## src/rtl/regfile_sb.sv

```systemverilog
// regfile_sb: multi-read-port integer register file with a per-register busy
// scoreboard, write-to-read bypass, hardwired-zero entry 0 and a sequential
// clear engine that zeroes the array one entry per cycle without a reset.
//
// Ports:
//   clk_i, rst_i         clock (rising edge), asynchronous active-low reset
//   rd_wr_i/addr/data    writeback port
//   rs_addr_i            NR packed read addresses (port k at [k*address +: address])
//   rs_data_o            NR packed read data (port k at [k*n +: n])
//   rs_busy_o            per-port unresolved-operand flag
//   iss_vld_i/iss_addr_i issue request claiming a destination register
//   stall_o              issue must be held this cycle
//   clr_i                start clearing the array
//   clr_busy_o           clear engine active
//   clr_done_o           high during the cycle that writes the last entry
module regfile_sb #(
  parameter int unsigned n       = 32,
  parameter int unsigned address = 5,
  parameter int unsigned m       = 32,
  parameter int unsigned NR      = 2
) (
  input  logic                    clk_i,
  input  logic                    rst_i,
  input  logic                    rd_wr_i,
  input  logic [address-1:0]      rd_addr_i,
  input  logic [n-1:0]            rd_data_i,
  input  logic [NR*address-1:0]   rs_addr_i,
  output logic [NR*n-1:0]         rs_data_o,
  output logic [NR-1:0]           rs_busy_o,
  input  logic                    iss_vld_i,
  input  logic [address-1:0]      iss_addr_i,
  output logic                    stall_o,
  input  logic                    clr_i,
  output logic                    clr_busy_o,
  output logic                    clr_done_o
);

  typedef enum logic [0:0] {StIdle, StClear} state_e;

  localparam logic [address-1:0] LastAddr = address'(m - 1);

  state_e             state_q, state_d;
  logic [address-1:0] cnt_q, cnt_d;
  logic [n-1:0]       mem_q [m];
  logic [m-1:0]       busy_q;

  logic clearing;
  logic clr_start;
  logic wr_en;
  logic iss_ok;
  logic waw;

  assign clearing  = (state_q == StClear);
  assign clr_start = !clearing && clr_i;
  assign wr_en     = !clearing && rd_wr_i && (rd_addr_i != '0);
  assign iss_ok    = !clearing && iss_vld_i && !stall_o && (iss_addr_i != '0);

  // Read ports: entry 0 is hardwired zero; bypass only outside CLEAR.
  for (genvar k = 0; k < NR; k++) begin : g_rd
    logic [address-1:0] a;
    logic               hit;
    assign a   = rs_addr_i[k*address +: address];
    assign hit = rd_wr_i && (rd_addr_i == a);
    assign rs_data_o[k*n +: n] = (a == '0)          ? '0        :
                                 (hit && !clearing) ? rd_data_i : mem_q[a];
    assign rs_busy_o[k] = busy_q[a] && !hit && (a != '0) && !clearing;
  end

  // A writeback landing on the issue target this cycle resolves the WAW hazard.
  assign waw = iss_vld_i && (iss_addr_i != '0) && busy_q[iss_addr_i] &&
               !(rd_wr_i && (rd_addr_i == iss_addr_i));

  assign stall_o    = clearing || (|rs_busy_o) || waw;
  assign clr_busy_o = clearing;
  assign clr_done_o = clearing && (cnt_q == LastAddr);

  always_comb begin
    state_d = state_q;
    cnt_d   = cnt_q;
    unique case (state_q)
      StIdle: begin
        if (clr_i) begin
          state_d = StClear;
          cnt_d   = address'(1);
        end
      end
      StClear: begin
        cnt_d = cnt_q + address'(1);
        if (cnt_q == LastAddr) begin
          state_d = StIdle;
        end
      end
      default: state_d = StIdle;
    endcase
  end

  always_ff @(posedge clk_i or negedge rst_i) begin
    if (!rst_i) begin
      state_q <= StIdle;
      cnt_q   <= '0;
    end else begin
      state_q <= state_d;
      cnt_q   <= cnt_d;
    end
  end

  always_ff @(posedge clk_i or negedge rst_i) begin
    if (!rst_i) begin
      for (int unsigned i = 0; i < m; i++) begin
        mem_q[i] <= '0;
      end
    end else if (clearing) begin
      mem_q[cnt_q] <= '0;
    end else if (wr_en) begin
      mem_q[rd_addr_i] <= rd_data_i;
    end
  end

  // Issue set is ordered after the writeback clear so the set wins on a tie.
  always_ff @(posedge clk_i or negedge rst_i) begin
    if (!rst_i) begin
      busy_q <= '0;
    end else if (clr_start) begin
      busy_q <= '0;
    end else if (!clearing) begin
      if (wr_en) begin
        busy_q[rd_addr_i] <= 1'b0;
      end
      if (iss_ok) begin
        busy_q[iss_addr_i] <= 1'b1;
      end
    end
  end

endmodule

```

## config.mk

```make
export PLATFORM = sky130hd
export DESIGN_NAME = regfile_sb
export DESIGN_NICKNAME = d
export VERILOG_FILES = /design/src/rtl/regfile_sb.sv
export SDC_FILE = /design/constraint.sdc
export NUM_CORES = 2
export LEC_CHECK = 0
export CORE_MARGIN = 4
export CORE_UTILIZATION = 67
export CTS_CLUSTER_DIAMETER = 150
export DETAILED_ROUTE_END_ITERATION = 6
export PLACE_DENSITY = 0.82
export SLEW_MARGIN = 10
export SYNTH_ARGS = -nofsm -noshare
export SYNTH_HDL_FRONTEND = slang
export SYNTH_SLANG_ARGS = --single-unit
```

## constraint.sdc

```tcl
create_clock -name clk_i -period 4.1 [get_ports clk_i]
set_input_delay 0.41 -clock clk_i [delete_from_list [all_inputs] [get_ports clk_i]]
set_output_delay 0.41 -clock clk_i [all_outputs]
set_load 0.01 [all_outputs]
```

* After elaboration in Yosys (flattened, before gate mapping)
Cells that the tools add are included.
** Storage, ports and cells
- Bits in registers :: 1062
- Logic and storage cells :: 142
- Output and inout bits :: 69
** Operators by class
- Bitwise gates (word level) :: 10
- Magnitude comparators :: 12
- Multiplexer cells :: 38
- Reductions and logical operators :: 40
- $add $sub $neg :: 1
- Eq/ne operators :: 6
** Operators with widths (number)
- two-way mux 1024 bit :: 2
- AND 1024 bit :: 1
- bitwise mux 1024 bit :: 1
- inverter 1024 bit :: 1
- two-way mux 32 bit :: 16
- binary-select mux 32 bit (select 5 bit) :: 2
- demux 32 bit (select 5 bit) :: 2
- AND 32 bit :: 1
- inverter 32 bit :: 1
- OR 32 bit :: 1
- logical AND 1 bit :: 25
- greater-or-equal comparator 6 bit, second input constant :: 4
- less-than comparator 5 x 6 -> 1 bit, second input constant :: 4
- inverter 5 -> 6 bit :: 4
- nonzero test 5 bit :: 4
- binary-select mux 1 bit (select 5 bit) :: 3
- == test 5 bit :: 3
- less-than comparator 6 x 1 -> 1 bit, second input constant :: 2
- demux 1 bit (select 5 bit) :: 2
- greater-or-equal comparator 5 x 1 -> 1 bit, second input constant :: 2
- zero test 5 bit :: 2
- one-hot mux 5 bit (2 select lines) :: 1
- two-way mux 1 bit :: 7
- adder 5 x 1 -> 5 bit, second input constant :: 1
- other kinds (10) :: 15

* Depth between registers and ports, before layout
- Depth in word-level cells :: 15
- Gate-level depth with buffers :: 11
- Gate-level depth less buffers :: 6

* Worst setup path before layout
OpenSTA, ideal clock, no wires.
- Path type :: input-to-output
- Start point :: input rs_addr_i[0]
- End point :: output rs_data_o[12]
- Arrival time :: 2.204 ns
- Path buffers :: 3
- Cell stages on the path :: 7
- Slack :: 1.486 ns
- Required time :: 3.690 ns
- Cell sequence :: buf_6 -> buf_6 -> buf_2 -> mux4_2 -> mux4_2 -> a22oi_1 -> a21oi_1
** Between the ends
- Cells in the longest elaborated chain, start to end :: 6
- Elaborated cells between the ends (all ways) :: 10
- Those cells by class :: 1 x eq/ne; 5 x mux; 1 x bitwise; 3 x reduce/logical
** RTL lines
- start, declared :: line 27 : input logic [NR*address-1:0] rs_addr_i,
- inverter 5 -> 6 bit (implied by the code) :: line 65 : (hit && !clearing) ? rd_data_i : mem_q[a];
- binary-select mux 32 bit (select 5 bit) :: line 65
- two-way mux 32 bit (implied by the code) (2 in a row) :: line 65
- two-way mux 32 bit :: line 65
- two-way mux 32 bit * :: line 64 : assign rs_data_o[k*n +: n] = (a == '0) ? '0 :
- end, declared :: line 28 : output logic [NR*n-1:0] rs_data_o,
Every way passes the cells marked *; elsewhere a longest branch is shown, timed or not. The select of a mux whose other input is x is not followed.

* Worst setup path after layout
- Start point :: input rd_addr_i[4]
- End point :: output rs_data_o[48]
** Between the ends
- Cells in the longest elaborated chain, start to end :: 5
** RTL lines
- start, declared :: line 25 : input logic [address-1:0] rd_addr_i,
- == test 5 bit :: line 63 : assign hit = rd_wr_i && (rd_addr_i == a);
- logical AND 1 bit :: line 63
- logical AND 1 bit :: line 65
- two-way mux 32 bit :: line 65
- two-way mux 32 bit :: line 64
Every way passes these cells.

==> flow_metrics.tcl <==
set metrics [dict create \
    min_path_type "primary input to async pin" \
    path_buf_inv 3 \
    clock.fmax_mhz 245 \
    synth_seq_area_share 0.474 \
    die_h_um 297 \
    critPathTopFamily "buffers and inverters" \
    path_cells "clkdlybuf4s50_1, xor2_1, nor4_1, nand4_1, buf_12, a211oi_2, clkdlybuf4s50_1" \
    antenna_left 0 \
    power_uw 31500 \
    cts_buffers 109 \
    pin_count 126 \
    drc_errors 2 \
    grt_use_met3 0.238 \
    cts_buffer_depth 3 \
    grt-busiest-layer "met2" \
    io_buffers 125 \
    netlist_top_cells_count "1062 x dfrtp_1, 993 x a22o_1, 546 x mux4_2" \
    cts_root_buf "clkbuf_16" \
    cts_max_level 3 \
    hold_viol 0 \
    ys_seq_elements 1062 \
    setup_violations 0 \
    critPathKind "primary input to output port" \
    tritoncts "yes" \
    hpwl_mm 119 \
    p_leak_uw 0.0279 \
    cp_common_cell "clkdlybuf4s50_1" \
    final_layout_size_suffix_gt1_frac 0.266 \
    worst_skew_pair.late_latency_ns 0.70 \
    slew_headroom 0.0824 \
    syn2layout_area_growth_pct 13.0 \
    setup_tns_ns 0 \
    status "finished, violations left" \
    gp_congestion 0.909 \
    power.density_nw_per_um2 498 \
    synth_fp_nets 4088 \
    num_vias 44800 \
    synthFlopType "dfrtp_1" \
    yosysWarnings 0 \
    met1_usage 0.588 \
    drtIter0Drc 7635 \
    wire_per_inst_um 40.8 \
    tightest_slew_ns 1.37 \
    antenna_found_initial 10 \
    core_um2 82500 \
    first_pass_iters 7 \
    cpMaxStageDelayCell "clkdlybuf4s50_1" \
    cp.required_ns 3.69 \
    fp.dieW_um 297 \
    crit_path_end_kind "output port" \
    cp-start-kind "primary input" \
    synthCells 4026 \
    cp.arrival_ns 3.66 \
    avgSynthCellArea_um2 13.9 \
    yosys.cell_types.count 55 \
    rsz0062_at_grt "no" \
    initial_core_util 0.679 \
    yosysTopAreaCell "dfrtp_1" \
    finalClockSkew_ns 0.0233 \
    vdd_drop_max_uv 516 \
    yosys.area.top_type_share 0.474 \
    synthTopCellsByArea "dfrtp_1 47%, mux4_2 22%, a22o_1 16%" \
    design.die.area_um2 88300 \
    crit_path_max_incr_delay_ns 0.68 \
    period_needed_ns 4.07 \
    violations "DRC" \
    maxCapViolations 0 \
    gr-total-overflow 0 \
    synth_edf_count 0 \
    rows 105 \
    viasPerCell 8.70 \
    synthArstFlopShare 1.00 \
    grt_pass1_vias 45700 \
    grt_start_max_net_pins 103 \
    grt_pass1_wl_mm 309 \
    routed_wl_mm 210 \
    clock_sinks 1062 \
    drv_slew 0 \
    path_clk_slew_ns 0.07 \
    met2_usage 0.655 \
    crit_fanout 64 \
    yosysMostFrequentCell "dfrtp_1" \
    fin_nets 4049 \
    grt_usage 0.477 \
    period_share 0.994 \
    synthesis.area_um2 56000 \
]
==> power by group <==
group / switching, uW / internal (uW)
Clock: 4460 / 6340
Combinational: 3780 / 3450
Sequential: 1420 / 12100
Total: 9660 / 21900
==> cell usage in the layout (no fill, tap or decap), types with 37 or more instances in the layout <==
| cell type | n |
|---|---|
| dfrtp_1 | 1062 |
| a22o_1 | 993 |
| mux4_2 | 546 |
| buf_4 | 209 |
| mux2i_1 | 195 |
| clkdlybuf4s50_1 | 114 |
| clkbuf_16 | 113 |
| a21oi_1 | 108 |
| nor2_1 | 105 |
| o21ai_0 | 87 |
| a221oi_1 | 53 |
| buf_12 | 48 |
| a22oi_1 | 46 |
| and2_1 | 37 |
==> flip-flops by register name, indices dropped and copies added, names as in the netlist <==
name / cells
busy_q: 32
cnt_q: 5
clr_busy_o: 1
mem_q: 1024
==> stage by stage <==
| step | area, um2 | utilization | cells | hold slack [ns] | setup slack [ns] |
|---|---|---|---|---|---|
| finish | 63300 | 0.767 | 5153 | 0.395 | 0.0263 |
| global route | 63300 | 0.767 | 5149 | 0.443 | 0.00745 |
| CTS | 63300 | 0.767 | 5148 | 0.408 | 0.0679 |
| detailed placement | 59400 | 0.720 | 4944 | 0.491 | -0.0254 |
| global placement | 59400 | 0.720 | 4944 | 0.485 | -0.0869 |
| floorplan | 56000 | - | 4026 | 0.114 | 1.49 |
==> path summary, 6_finish.rpt <==
check                                       startpoint                     end  slack [ns]  cells after the start
worst max register to register    clr_busy_o$_DFF_PN0_  mem_q[895]$_DFFE_PN0P_        1.04                      6
min in group clk_i              mem_q[994]$_DFFE_PN0P_  mem_q[994]$_DFFE_PN0P_        0.51                      1
worst min-delay path                             rst_i  mem_q[654]$_DFFE_PN0P_        0.40                      2
worst min register to register  mem_q[994]$_DFFE_PN0P_  mem_q[994]$_DFFE_PN0P_        0.51                      1
max in group asynchronous                        rst_i   mem_q[15]$_DFFE_PN0P_        2.55                      4
worst max-delay path                      rd_addr_i[4]           rs_data_o[48]        0.03                      7
==> logic make-up after synthesis <==
| logic type | Yosys count | synth area share |
|---|---|---|
| compound gates | 1384 | 0.198 |
| flops | 1062 | 0.474 |
| mux | 747 | 0.256 |
| simple gates | 272 | 0.0270 |
| buf+inv | 541 | 0.0417 |
| xor+xnor | 15 | 0.00235 |
| fa+ha+maj | 5 | 0.00112 |
==> area by class of cell <==
class,instances,area [um2]
inverter,12,48.8
multi-input combinational,2423,27700
timing repair buffer,379,3770
clock buffer,159,3220
antenna,4,10.0
sequential,1062,26600
fill,4644,19200
tap,1070,1340
clock inverter,44,638
==> per-layer routing <==
metal	share of wire	vias up
li1	-	16300
met1	0.30	22200
met4	0.099	8
met5	0.00025	-
met3	0.18	1510
met2	0.42	4879
==> repair_timing <==
item,4_1_cts,5_1_grt
buffers inserted,0,0
resized for setup,1,3
hold endpoints to repair,75,0
endpoints found under the setup margin,1,2
hold buffers,1,0
No activity file was read; power rests on OpenSTA's default activity.
